File: config.mk
export PLATFORM = sky130hd
export DESIGN_NAME = core_inst_sequencer
export DESIGN_NICKNAME = d
export VERILOG_FILES = /design/src/rtl/core_inst_sequencer.sv
export SDC_FILE = /design/constraint.sdc
export NUM_CORES = 1
export LEC_CHECK = 0
export ABC_AREA = 1
export BUFFER_PORTS_ARGS = -buffer_cell sky130_fd_sc_hd__buf_2
export CAP_MARGIN = 5
export CORE_ASPECT_RATIO = 2
export CORE_MARGIN = 4
export CORE_UTILIZATION = 30
export CTS_BUF_LIST = sky130_fd_sc_hd__clkbuf_8 sky130_fd_sc_hd__clkbuf_16
export DETAILED_ROUTE_END_ITERATION = 10
export PLACE_DENSITY = 0.55
export REMOVE_ABC_BUFFERS = 1
export SYNTH_ARGS = -nofsm -noshare
export SYNTH_HDL_FRONTEND = slang
export SYNTH_SLANG_ARGS = --single-unit
File: constraint.sdc
create_clock -name clk -period 3.9 [get_ports clk]
set_input_delay 0.585 -clock clk [delete_from_list [all_inputs] [get_ports clk]]
set_output_delay 0.585 -clock clk [all_outputs]
set_load 0.02 [all_outputs]
File: src/rtl/core_inst_sequencer.sv
// Instruction-bus initiator: one start pulse runs kernel load, activation stream and pmem drain for a tile pass.
// Optional SEQ_PERF_CNT_EN adds a 32-bit cycle_cnt output counting busy cycles of the last pass.
module core_inst_sequencer #(
  parameter int row     = 8,
  parameter int col     = 8,
  parameter int addr_bw = 11,
  parameter int cnt_bw  = 11
) (
  input  logic               clk,
  input  logic               reset,
  input  logic               start,
  input  logic [addr_bw-1:0] w_base,
  input  logic [addr_bw-1:0] a_base,
  input  logic [addr_bw-1:0] p_base,
  input  logic [cnt_bw-1:0]  num_act,
  input  logic               ofifo_valid,
  output logic [35:0]        inst,
  output logic               busy,
  output logic               done
`ifdef SEQ_PERF_CNT_EN
  ,
  output logic [31:0]        cycle_cnt
`endif
);

  localparam logic [2:0] S_IDLE   = 3'd0;
  localparam logic [2:0] S_KREAD  = 3'd1;
  localparam logic [2:0] S_KPUSH  = 3'd2;
  localparam logic [2:0] S_AREAD  = 3'd3;
  localparam logic [2:0] S_ADRAIN = 3'd4;
  localparam logic [2:0] S_DRAIN  = 3'd5;
  localparam logic [2:0] S_DONE   = 3'd6;

  localparam logic [35:0]       IDLE_WORD  = 36'h1800C0000;
  localparam logic [cnt_bw-1:0] KREAD_LAST = cnt_bw'(row - 1);
  localparam logic [cnt_bw-1:0] FLUSH_LAST = cnt_bw'(row + col - 1);

  logic [2:0]         state, nxt_state;
  logic [cnt_bw-1:0]  cnt, nxt_cnt;
  logic [cnt_bw-1:0]  rd_cnt, nxt_rd_cnt;
  logic [cnt_bw-1:0]  wr_cnt, nxt_wr_cnt;
  logic [cnt_bw-1:0]  num_act_q;
  logic [addr_bw-1:0] w_base_q, a_base_q, p_base_q;
  logic [addr_bw-1:0] w_src;
  logic [35:0]        nxt_inst;
  logic               rd_take;

  // The state register names the phase of the word being driven; nxt_inst is the word for nxt_state.
  always_comb begin
    nxt_state  = state;
    nxt_cnt    = cnt;
    nxt_rd_cnt = rd_cnt;
    nxt_wr_cnt = wr_cnt;
    case (state)
      S_IDLE: begin
        if (start) begin
          nxt_state  = S_KREAD;
          nxt_cnt    = '0;
          nxt_rd_cnt = '0;
          nxt_wr_cnt = '0;
        end
      end
      S_KREAD: begin
        if (cnt == KREAD_LAST) begin
          nxt_state = S_KPUSH;
          nxt_cnt   = '0;
        end else begin
          nxt_cnt = cnt + 1'b1;
        end
      end
      S_KPUSH: begin
        if (cnt == FLUSH_LAST) begin
          nxt_state = (num_act_q == '0) ? S_DONE : S_AREAD;
          nxt_cnt   = '0;
        end else begin
          nxt_cnt = cnt + 1'b1;
        end
      end
      S_AREAD: begin
        if (cnt == num_act_q - 1'b1) begin
          nxt_state = S_ADRAIN;
          nxt_cnt   = '0;
        end else begin
          nxt_cnt = cnt + 1'b1;
        end
      end
      S_ADRAIN: begin
        if (cnt == FLUSH_LAST) begin
          nxt_state = S_DRAIN;
          nxt_cnt   = '0;
        end else begin
          nxt_cnt = cnt + 1'b1;
        end
      end
      S_DRAIN: begin
        if (wr_cnt == num_act_q && !inst[6]) nxt_state = S_DONE;
      end
      S_DONE:  nxt_state = S_IDLE;
      default: nxt_state = S_IDLE;
    endcase

    // Reads stop at num_act so a still-valid OFIFO is never over-drained.
    rd_take = (nxt_state == S_DRAIN) && ofifo_valid && (rd_cnt != num_act_q);
    if (rd_take) nxt_rd_cnt = rd_cnt + 1'b1;
    if (inst[6]) nxt_wr_cnt = wr_cnt + 1'b1;

    w_src    = (state == S_IDLE) ? w_base : w_base_q;
    nxt_inst = IDLE_WORD;
    case (nxt_state)
      S_KREAD: begin
        nxt_inst[19]   = 1'b0;
        nxt_inst[17:7] = 11'(w_src + addr_bw'(nxt_cnt));
      end
      S_KPUSH: begin
        nxt_inst[3] = 1'b1;
        nxt_inst[0] = 1'b1;
      end
      S_AREAD: begin
        nxt_inst[19]   = 1'b0;
        nxt_inst[17:7] = 11'(a_base_q + addr_bw'(nxt_cnt));
        nxt_inst[3]    = 1'b1;
        nxt_inst[1]    = 1'b1;
      end
      S_ADRAIN: begin
        nxt_inst[3] = 1'b1;
        nxt_inst[1] = 1'b1;
      end
      S_DRAIN: begin
        nxt_inst[35] = 1'b1;
        nxt_inst[6]  = rd_take;
      end
      default: ;
    endcase

    // SRAM read data lands one cycle later, and each OFIFO row is written to pmem one cycle after its read.
    nxt_inst[2] = ~inst[19];
    if (inst[6]) begin
      nxt_inst[32]    = 1'b0;
      nxt_inst[31]    = 1'b0;
      nxt_inst[30:20] = 11'(p_base_q + addr_bw'(wr_cnt));
    end
  end

  always_ff @(posedge clk) begin
    if (reset) begin
      state     <= S_IDLE;
      cnt       <= '0;
      rd_cnt    <= '0;
      wr_cnt    <= '0;
      num_act_q <= '0;
      w_base_q  <= '0;
      a_base_q  <= '0;
      p_base_q  <= '0;
      inst      <= IDLE_WORD;
      busy      <= 1'b0;
      done      <= 1'b0;
    end else begin
      state  <= nxt_state;
      cnt    <= nxt_cnt;
      rd_cnt <= nxt_rd_cnt;
      wr_cnt <= nxt_wr_cnt;
      inst   <= nxt_inst;
      busy   <= (nxt_state != S_IDLE) && (nxt_state != S_DONE);
      done   <= (nxt_state == S_DONE);
      if (state == S_IDLE && start) begin
        num_act_q <= num_act;
        w_base_q  <= w_base;
        a_base_q  <= a_base;
        p_base_q  <= p_base;
      end
    end
  end

`ifdef SEQ_PERF_CNT_EN
  always_ff @(posedge clk) begin
    if (reset) begin
      cycle_cnt <= '0;
    end else if (state == S_IDLE && start) begin
      cycle_cnt <= '0;
    end else if (busy) begin
      cycle_cnt <= cycle_cnt + 32'd1;
    end
  end
`endif

endmodule
==> parameters.txt, run 1 <==
Parameter                              Value

Worst setup path
  Setup CP Type    flip-flop to flip-flop
  Endpoint of the most critical register-to-register path    inst[16]
  Capture point of the worst path    inst[16]
  Highest net fanout along the worst path    9
  Internal reg-to-reg setup slack    0.25 ns
  Element type at the critical path start    flip-flop
  Worst reg2reg path depth    22
  Data arrival time at the worst-slack endpoint    3.93 ns
  Crit path launch    cnt[0]
  Data required, critical path    4.18 ns
  Launch instance of the worst register-to-register path    cnt[0]
  Capturing element type of the critical path    flip-flop

Clocking
  Clock sink count    112
  Clock-pin slew on the worst setup and hold paths    0.08 ns
  Hold_buf cts    0
  Maximum buffer depth of the clock tree    2
  TritonCTS clock tree    done
  Clk Latency, worst-skew pair    0.36 ns
  Clock tree root driver cell    sky130_fd_sc_hd__clkbuf_16
  Clock buffer count from CTS    9
  Level count of the clock H-tree    3

Place
  Post-detailed-placement half-perimeter wirelength    13000 um
  Total instance count after detailed placement    1197
  Number of buffers inserted by port buffering    80
  Area after DPL    6870 um2
  Post-placement worst setup slack    0.0821 ns
  Final weighted congestion in routability-driven placement    0.856

Route
  Mean routed wirelength per cell    13.9 um
  Via density    4.67
  # DRC    0
  Total via count in the routed design    5681
  TritonRoute pass-1 iters    5
  Violation count after the first detailed-routing iteration    194
  Antenna viol nets, final    0
  Drt total wl    16900 um

Finish
  Share of the core filled with cells in the final layout    36.2%
  Filler Cell Count    2265
  Final instance area    7280 um2
  Share of post-route cells with drive strength above 1    18.3%
  Diode count    0
  Post-layout nets    1024
  Non-filler instance count after layout    1216
  Area growth from synthesis to layout    18.1%

STA
  Slew Limit Fails    0
  Final worst-path setup slack    0.250 ns
  Slew of the pin with the lowest slew margin    0.780 ns
  Fmax    274 MHz
  Total setup violations reported at the end of the flow    0
  Tcrit/Tclk final    93.6%
  Worst slew margin    47.8%
  Final critical delay including setup and external delays    3.65 ns
  Final hold vios    0
  Clk_skew    0.0120 ns

Die
  Die outline area    23000 um2
  Std cell rows    73
  Initial cell density of the core    30.7%
  I/O pin cnt    86
  Die outline width    109 um
  Die Ht    211 um
  Standard cell core area    20100 um2

Worst hold path
  Hold path cells    1
  Hold Path Class    flip-flop to flip-flop

Power
  Comb power frac    16.7%
  Leak pwr    3.22 nW
  IR drop worst, VDD    206 uV
  Switching share of total power    28.7%
  Internal power contribution    1.87 mW
  Net Switching    0.753 mW
  Areal power density over the cells    361 nW/um2
  Portion of total power attributed to the clock network    36.5%
  Sequential share of power    46.8%

Global route
  Number of global-route vias before repair    5485
  Number of antenna violations at the first check in global routing    0
  GR Overflow Total    0
  Tot GR Track Use    15.0%
  Maximum number of pins on one net before global-route repair    81
  Wire length of the first global-routing pass    26700 um

Logic synthesis
  YS warnings    0
  Count of mapped cells out of synthesis    870
  Post-synthesis cell type with the largest combined area    sky130_fd_sc_hd__dfxtp_1
  Number of enable-type register cells in the synthesized netlist    0
  Synth area leaders    sky130_fd_sc_hd__dfxtp_1 (36%), sky130_fd_sc_hd__nand2_1 (11%), sky130_fd_sc_hd__a21oi_1 (8.1%)
  Top cells by count, synth    sky130_fd_sc_hd__nand2_1 (180), sky130_fd_sc_hd__dfxtp_1 (112), sky130_fd_sc_hd__inv_1 (109), sky130_fd_sc_hd__a21oi_1 (100), sky130_fd_sc_hd__o21ai_0 (74)
  Synth async-reset ratio    0%
  Share of the yosys chip area belonging to registers    36.4%
  Number of different library cells in the post-synthesis netlist    50
  Number of synthesized register bits    112
  Prevailing post-synth register cell    sky130_fd_sc_hd__dfxtp_1
  Mapped Avg Cell Area    7.08 um2
  Most frequently used cell type in the post-synthesis netlist    sky130_fd_sc_hd__nand2_1
  Share of Yosys cell area claimed by the top area cell type    36.4%
  Syn Std Cell Area    6160 um2

Flow run
  Count of max-cap constraint violations    0

Outcome
  Status    completed
-- worst max-delay path: stages, from the launching register on --
cell	delay, ns
sky130_fd_sc_hd__dfxtp_1	0.43
sky130_fd_sc_hd__ha_1	0.20
sky130_fd_sc_hd__nand2_1	0.10
sky130_fd_sc_hd__nor4_1	0.46
sky130_fd_sc_hd__buf_4	0.21
sky130_fd_sc_hd__o21ai_0	0.08
sky130_fd_sc_hd__inv_1	0.13
sky130_fd_sc_hd__nand2_4	0.07
sky130_fd_sc_hd__buf_4	0.17
sky130_fd_sc_hd__a22oi_1	0.14
sky130_fd_sc_hd__nor2_1	0.09
sky130_fd_sc_hd__ha_1	0.35
sky130_fd_sc_hd__nand3_1	0.12
sky130_fd_sc_hd__nand2_2	0.09
sky130_fd_sc_hd__nand3_1	0.07
sky130_fd_sc_hd__nand2_1	0.10
sky130_fd_sc_hd__nand3_1	0.09
sky130_fd_sc_hd__nand2_2	0.08
sky130_fd_sc_hd__nand2_1	0.05
sky130_fd_sc_hd__nand2_1	0.06
sky130_fd_sc_hd__a21oi_1	0.06
sky130_fd_sc_hd__or2_2	0.27
sky130_fd_sc_hd__a21oi_1	0.15
-- cells by family (layout without fill, tap and decap cells) --
family          after synthesis  after routing  synth area share, %
compound gates              210            210                 18.6
xor+xnor                     32             32                 4.55
flops                       112            112                 36.4
other cells                   2              5                0.122
fa+ha+maj                    26             26                 5.52
buf+inv                     152            233                 10.2
simple gates                336            336                 24.6
-- power by group through the flow --
| stage | Clock, mW | Sequential (mW) | Combinational, mW |
|---|---|---|---|
| detailed placement | 0 | 1.26 | 0.436 |
| CTS | 1.00 | 1.23 | 0.438 |
| global route | 1.03 | 1.24 | 0.498 |
| global placement | 0 | 1.26 | 0.433 |
| finish | 0.959 | 1.23 | 0.439 |
| floorplan | 0 | 1.27 | 0.266 |
-- placed cells by master, fill, tap and decap left out, types with 23 or more instances in the layout --
master / n
sky130_fd_sc_hd__nand3_1: 34
sky130_fd_sc_hd__a21oi_1: 98
sky130_fd_sc_hd__inv_1: 109
sky130_fd_sc_hd__dfxtp_1: 108
sky130_fd_sc_hd__nand2_1: 175
sky130_fd_sc_hd__xor2_1: 24
sky130_fd_sc_hd__o21ai_0: 70
sky130_fd_sc_hd__nor2_1: 57
sky130_fd_sc_hd__buf_2: 80
sky130_fd_sc_hd__buf_4: 23
-- metrics by stage --
stage               total power, mW  setup TNS (ns)  hold slack [ns]
CTS                            2.67               0            0.411
global route                   2.77         -0.0104            0.432
global placement               1.69               0            0.396
floorplan                      1.53               0            0.427
detailed placement             1.69               0            0.400
finish                         2.63               0            0.408
-- worst min-delay path by stage --
stage | startpoint | slack [ns] | to
after floorplan | a_base_q[0] | 0.43 | a_base_q[0]
after global routing | inst[19] | 0.43 | inst[2]
after CTS | inst[19] | 0.41 | inst[2]
final | inst[19] | 0.41 | inst[2]
after detailed placement | inst[19] | 0.40 | inst[2]
after global placement | inst[19] | 0.40 | inst[2]
-- flip-flops by register name, summed over array words and instances (netlist names) --
register	cells
busy	1
inst	30
wr_cnt	11
cnt	11
w_base_q	11
state	3
p_base_q	11
rd_cnt	11
a_base_q	11
done	1
num_act_q	11
-- cell type report --
class | instances | area [um2] | area share, %
Clock inverter | 5 | 63.8 | 0.877
Clock buffer | 10 | 239 | 3.28
Inverter | 114 | 435 | 5.98
Timing Repair Buffer | 104 | 593 | 8.15
Sequential cell | 112 | 2250 | 30.9
Tap cell | 262 | 328 | 4.50
Multi-Input combinational cell | 609 | 3370 | 46.3
-- layer usage --
layer | vias up | track usage, % | share of wire (%)
li1 | 2989 | - | -
met1 | 2578 | 14.2 | 36
met3 | 27 | 1.53 | 2.3
met5 | - | 0 | 0
met2 | 87 | 30.7 | 58
met4 | 0 | 6.37 | 3.2
-- what timing repair did --
item	4_1_cts	5_1_grt
buffers inserted	0	4
endpoints found under the setup margin	0	3
gates resized for setup	0	28
hold endpoints to repair	0	0
Note: power is estimated with default switching activity, not from simulation.
==> run 2: changes to the inputs <==
Settings changed: ABC_AREA 1 to not set.
==> run 2 against run 1 <==
- total power fell by 4.6%
- critical path type unchanged
- sequential power barely moved
- critical endpoint is now inst[17]
- final cell count fell by 7.2%
- design area rose by 2.4%
- synthesized cell count fell by 13%
- clock skew fell by 0.0030 ns
- register-to-register slack got worse by 0.12 ns
==> parameters.txt, run 2 <==
Parameter                              Value

Outcome
  Status    completed

STA
  Worst slew margin    46.3%
  Total setup violations reported at the end of the flow    0
  Clk_skew    0.00901 ns
  Unrepaired setup endpoints after global routing    true
  Tcrit/Tclk final    96.7%
  Fmax    265 MHz
  Final hold vios    0
  Final Hold Slack    0.414 ns
  Slew Limit Fails    0
  Final critical delay including setup and external delays    3.77 ns
  Slew of the pin with the lowest slew margin    0.798 ns

Worst hold path
  Hold path cells    1
  Hold Path Class    flip-flop to flip-flop

Finish
  Diode count    0
  Area growth from synthesis to layout    23.8%
  Post-layout nets    936
  Most common cell after layout, fill and taps aside    sky130_fd_sc_hd__nand2_1
  Most frequent cells in the layout    sky130_fd_sc_hd__nand2_1 (119), sky130_fd_sc_hd__dfxtp_1 (110), sky130_fd_sc_hd__a21oi_1 (90), sky130_fd_sc_hd__buf_2 (80), sky130_fd_sc_hd__nor2_1 (61)
  Filler Cell Count    2134
  Top register by number of flip-flops    inst
  Share of post-route cells with drive strength above 1    24.2%
  Number of flip-flops under the largest register name    30

Place
  Number of buffers inserted by port buffering    80
  Post-detailed-placement half-perimeter wirelength    14400 um
  Final weighted congestion in routability-driven placement    0.916

Logic synthesis
  Number of different library cells in the post-synthesis netlist    64
  Most frequently used cell type in the post-synthesis netlist    sky130_fd_sc_hd__nand2_1
  YS warnings    0
  Synth Area in Compound Gates    16.2%
  Mapped Avg Cell Area    7.94 um2
  Xor and xnor area share after synthesis    7.42%
  Dominant combinational cell family by area after synthesis    simple AND/OR/NAND/NOR gates
  Syn Std Cell Area    6020 um2
  Share of the yosys chip area belonging to registers    37.2%
  Prevailing post-synth register cell    sky130_fd_sc_hd__dfxtp_1
  Top cells by count, synth    sky130_fd_sc_hd__nand2_1 (119), sky130_fd_sc_hd__dfxtp_1 (112), sky130_fd_sc_hd__a21oi_1 (97), sky130_fd_sc_hd__nor2_1 (62)
  Count of mapped cells out of synthesis    758
  Post-synthesis simple-gate area fraction    25.4%
  Synth async-reset ratio    0%
  Share of synthesized cell area in full adder, half adder and majority cells    5.65%
  Share of Yosys cell area claimed by the top area cell type    37.2%
  Number of enable-type register cells in the synthesized netlist    0
  Multiplexer fraction of the synthesized cell area    2.85%
  Synth area leaders    sky130_fd_sc_hd__dfxtp_1 (37%), sky130_fd_sc_hd__a21oi_1 (8.1%), sky130_fd_sc_hd__nand2_1 (7.4%)
  Number of synthesized register bits    112
  Post-synthesis cell type with the largest combined area    sky130_fd_sc_hd__dfxtp_1

Route
  Antenna viol nets, final    0
  # DRC    0
  TritonRoute pass-1 iters    5
  Violation count after the first detailed-routing iteration    187
  Drt total wl    18300 um
  Total via count in the routed design    5519
  Via density    4.89
  Mean routed wirelength per cell    16.2 um

Worst setup path
  Element type at the critical path start    flip-flop
  Crit path launch    cnt[7]
  Data required, critical path    4.19 ns
  Launch instance of the worst register-to-register path    cnt[7]
  Capturing element type of the critical path    flip-flop
  Worst reg2reg path depth    16
  Capture point of the worst path    inst[17]
  Internal reg-to-reg setup slack    0.13 ns
  Endpoint of the most critical register-to-register path    inst[17]
  Setup CP Type    flip-flop to flip-flop
  Highest net fanout along the worst path    3
  Data arrival time at the worst-slack endpoint    4.06 ns

Die
  Standard cell core area    19800 um2
  Std cell rows    73
  Initial cell density of the core    30.4%
  Die Ht    208 um
  I/O pin cnt    86
  Die outline area    22500 um2
  Die outline width    108 um

Power
  Areal power density over the cells    336 nW/um2
  IR drop worst, VDD    169 uV
  Leak pwr    3.24 nW
  Total power    2.51 mW

Global route
  Tot GR Track Use    16.6%
  GR Overflow Total    0
  Wire length of the first global-routing pass    28600 um
  Maximum number of pins on one net before global-route repair    36
  Number of global-route vias before repair    5599
  Number of antenna violations at the first check in global routing    0

Clocking
  Level count of the clock H-tree    3
  Clock-pin slew on the worst setup and hold paths    0.07 ns
  Maximum buffer depth of the clock tree    2
  Clock sink count    112
  TritonCTS clock tree    done
  Clk Latency, worst-skew pair    0.36 ns
  Clock tree root driver cell    sky130_fd_sc_hd__clkbuf_16
  Hold_buf cts    0
  Clock buffer count from CTS    9

Flow run
  Count of max-cap constraint violations    0
[run 2: cell count changes in the layout (fill, tap and decap cells not counted), sizes merged, moves of 8 or more]
cell    delta
xor2       -9
and3      +18
xnor2     +28
mux2i     +16
buf       +38
inv       -94
o211ai    -10
nand3     -24
and2      +16
o21ai     -44
nor2b      +8
a21o      +10
nand2     -70
[run 2: cells by family after synthesis]
kind of cell	after synthesis
AND/OR/NAND/NOR	309
AO/OA/AOI/OAI	170
flip-flops	112
buffers and inverters	71
XOR/XNOR	51
adder cells (fa/ha/maj)	26
multiplexers	17
other	2
[run 2: final cells by class]
class                      instances  area [um2]  area share, %
inverter                          18        67.6          0.907
clock inverter                     5        32.5          0.437
timing repair buffer             143         891           12.0
sequential                       112        2240           30.1
clock buffer                      11         253           3.39
tap                              262         328           4.40
multi-input combinational        578        3640           48.8
[run 2: stage by stage]
step	utilization (%)	setup slack, ns	instances	instance area, um2	setup TNS (ns)
5_1_grt	37.6	-0.0838	1129	7450	-0.139
6_report	37.6	0.130	1129	7450	0
3_3_place_gp	35.1	-0.300	1107	6950	-0.921
3_5_place_dp	35.1	-0.392	1107	6950	-1.17
2_1_floorplan	-	-0.633	708	5790	-1.73
4_1_cts	36.8	0.00211	1123	7290	0
[run 2: power by group]
part	switching, mW	leakage, nW	internal, mW
logic	0.230	2.19	0.170
registers	0.0252	0.913	1.18
clock network	0.432	0.145	0.468
[run 2: repair_timing]
item                       in CTS  in global routing
buffers inserted                0                  7
gates resized for setup        16                 28
pin swaps                       5                 24
setup endpoints to repair       5                  5
[run 2: worst min path at each step]
stage                             from      endpoint
final                         inst[19]       inst[2]
after global routing          inst[19]       inst[2]
after CTS                     inst[19]       inst[2]
after detailed placement      inst[19]       inst[2]
after global placement        inst[19]       inst[2]
after floorplan           w_base_q[10]  w_base_q[10]
[run 2: layer usage]
metal	vias up	share of wire, %	track usage [%]
met1	2600	33	14.4
met2	88	60	34.0
met5	-	0	0
li1	2786	-	-
met4	0	5.3	10.2
met3	45	2.2	1.96
[run 2: critical path, stage by stage, from the launching register on]
cell and delay (ns):
sky130_fd_sc_hd__dfxtp_1 0.31, sky130_fd_sc_hd__or4_4 0.54, sky130_fd_sc_hd__or4_4 0.59, sky130_fd_sc_hd__a31oi_4 0.17
sky130_fd_sc_hd__buf_4 0.14, sky130_fd_sc_hd__nand2_1 0.06, sky130_fd_sc_hd__a22o_1 0.24, sky130_fd_sc_hd__fa_2 0.40
sky130_fd_sc_hd__a21o_1 0.17, sky130_fd_sc_hd__a21oi_2 0.17, sky130_fd_sc_hd__o21ai_2 0.07, sky130_fd_sc_hd__o21ai_1 0.11
sky130_fd_sc_hd__nand2b_1 0.07, sky130_fd_sc_hd__a21oi_2 0.17, sky130_fd_sc_hd__o21ai_2 0.10, sky130_fd_sc_hd__xnor2_2 0.19
sky130_fd_sc_hd__mux2i_1 0.19
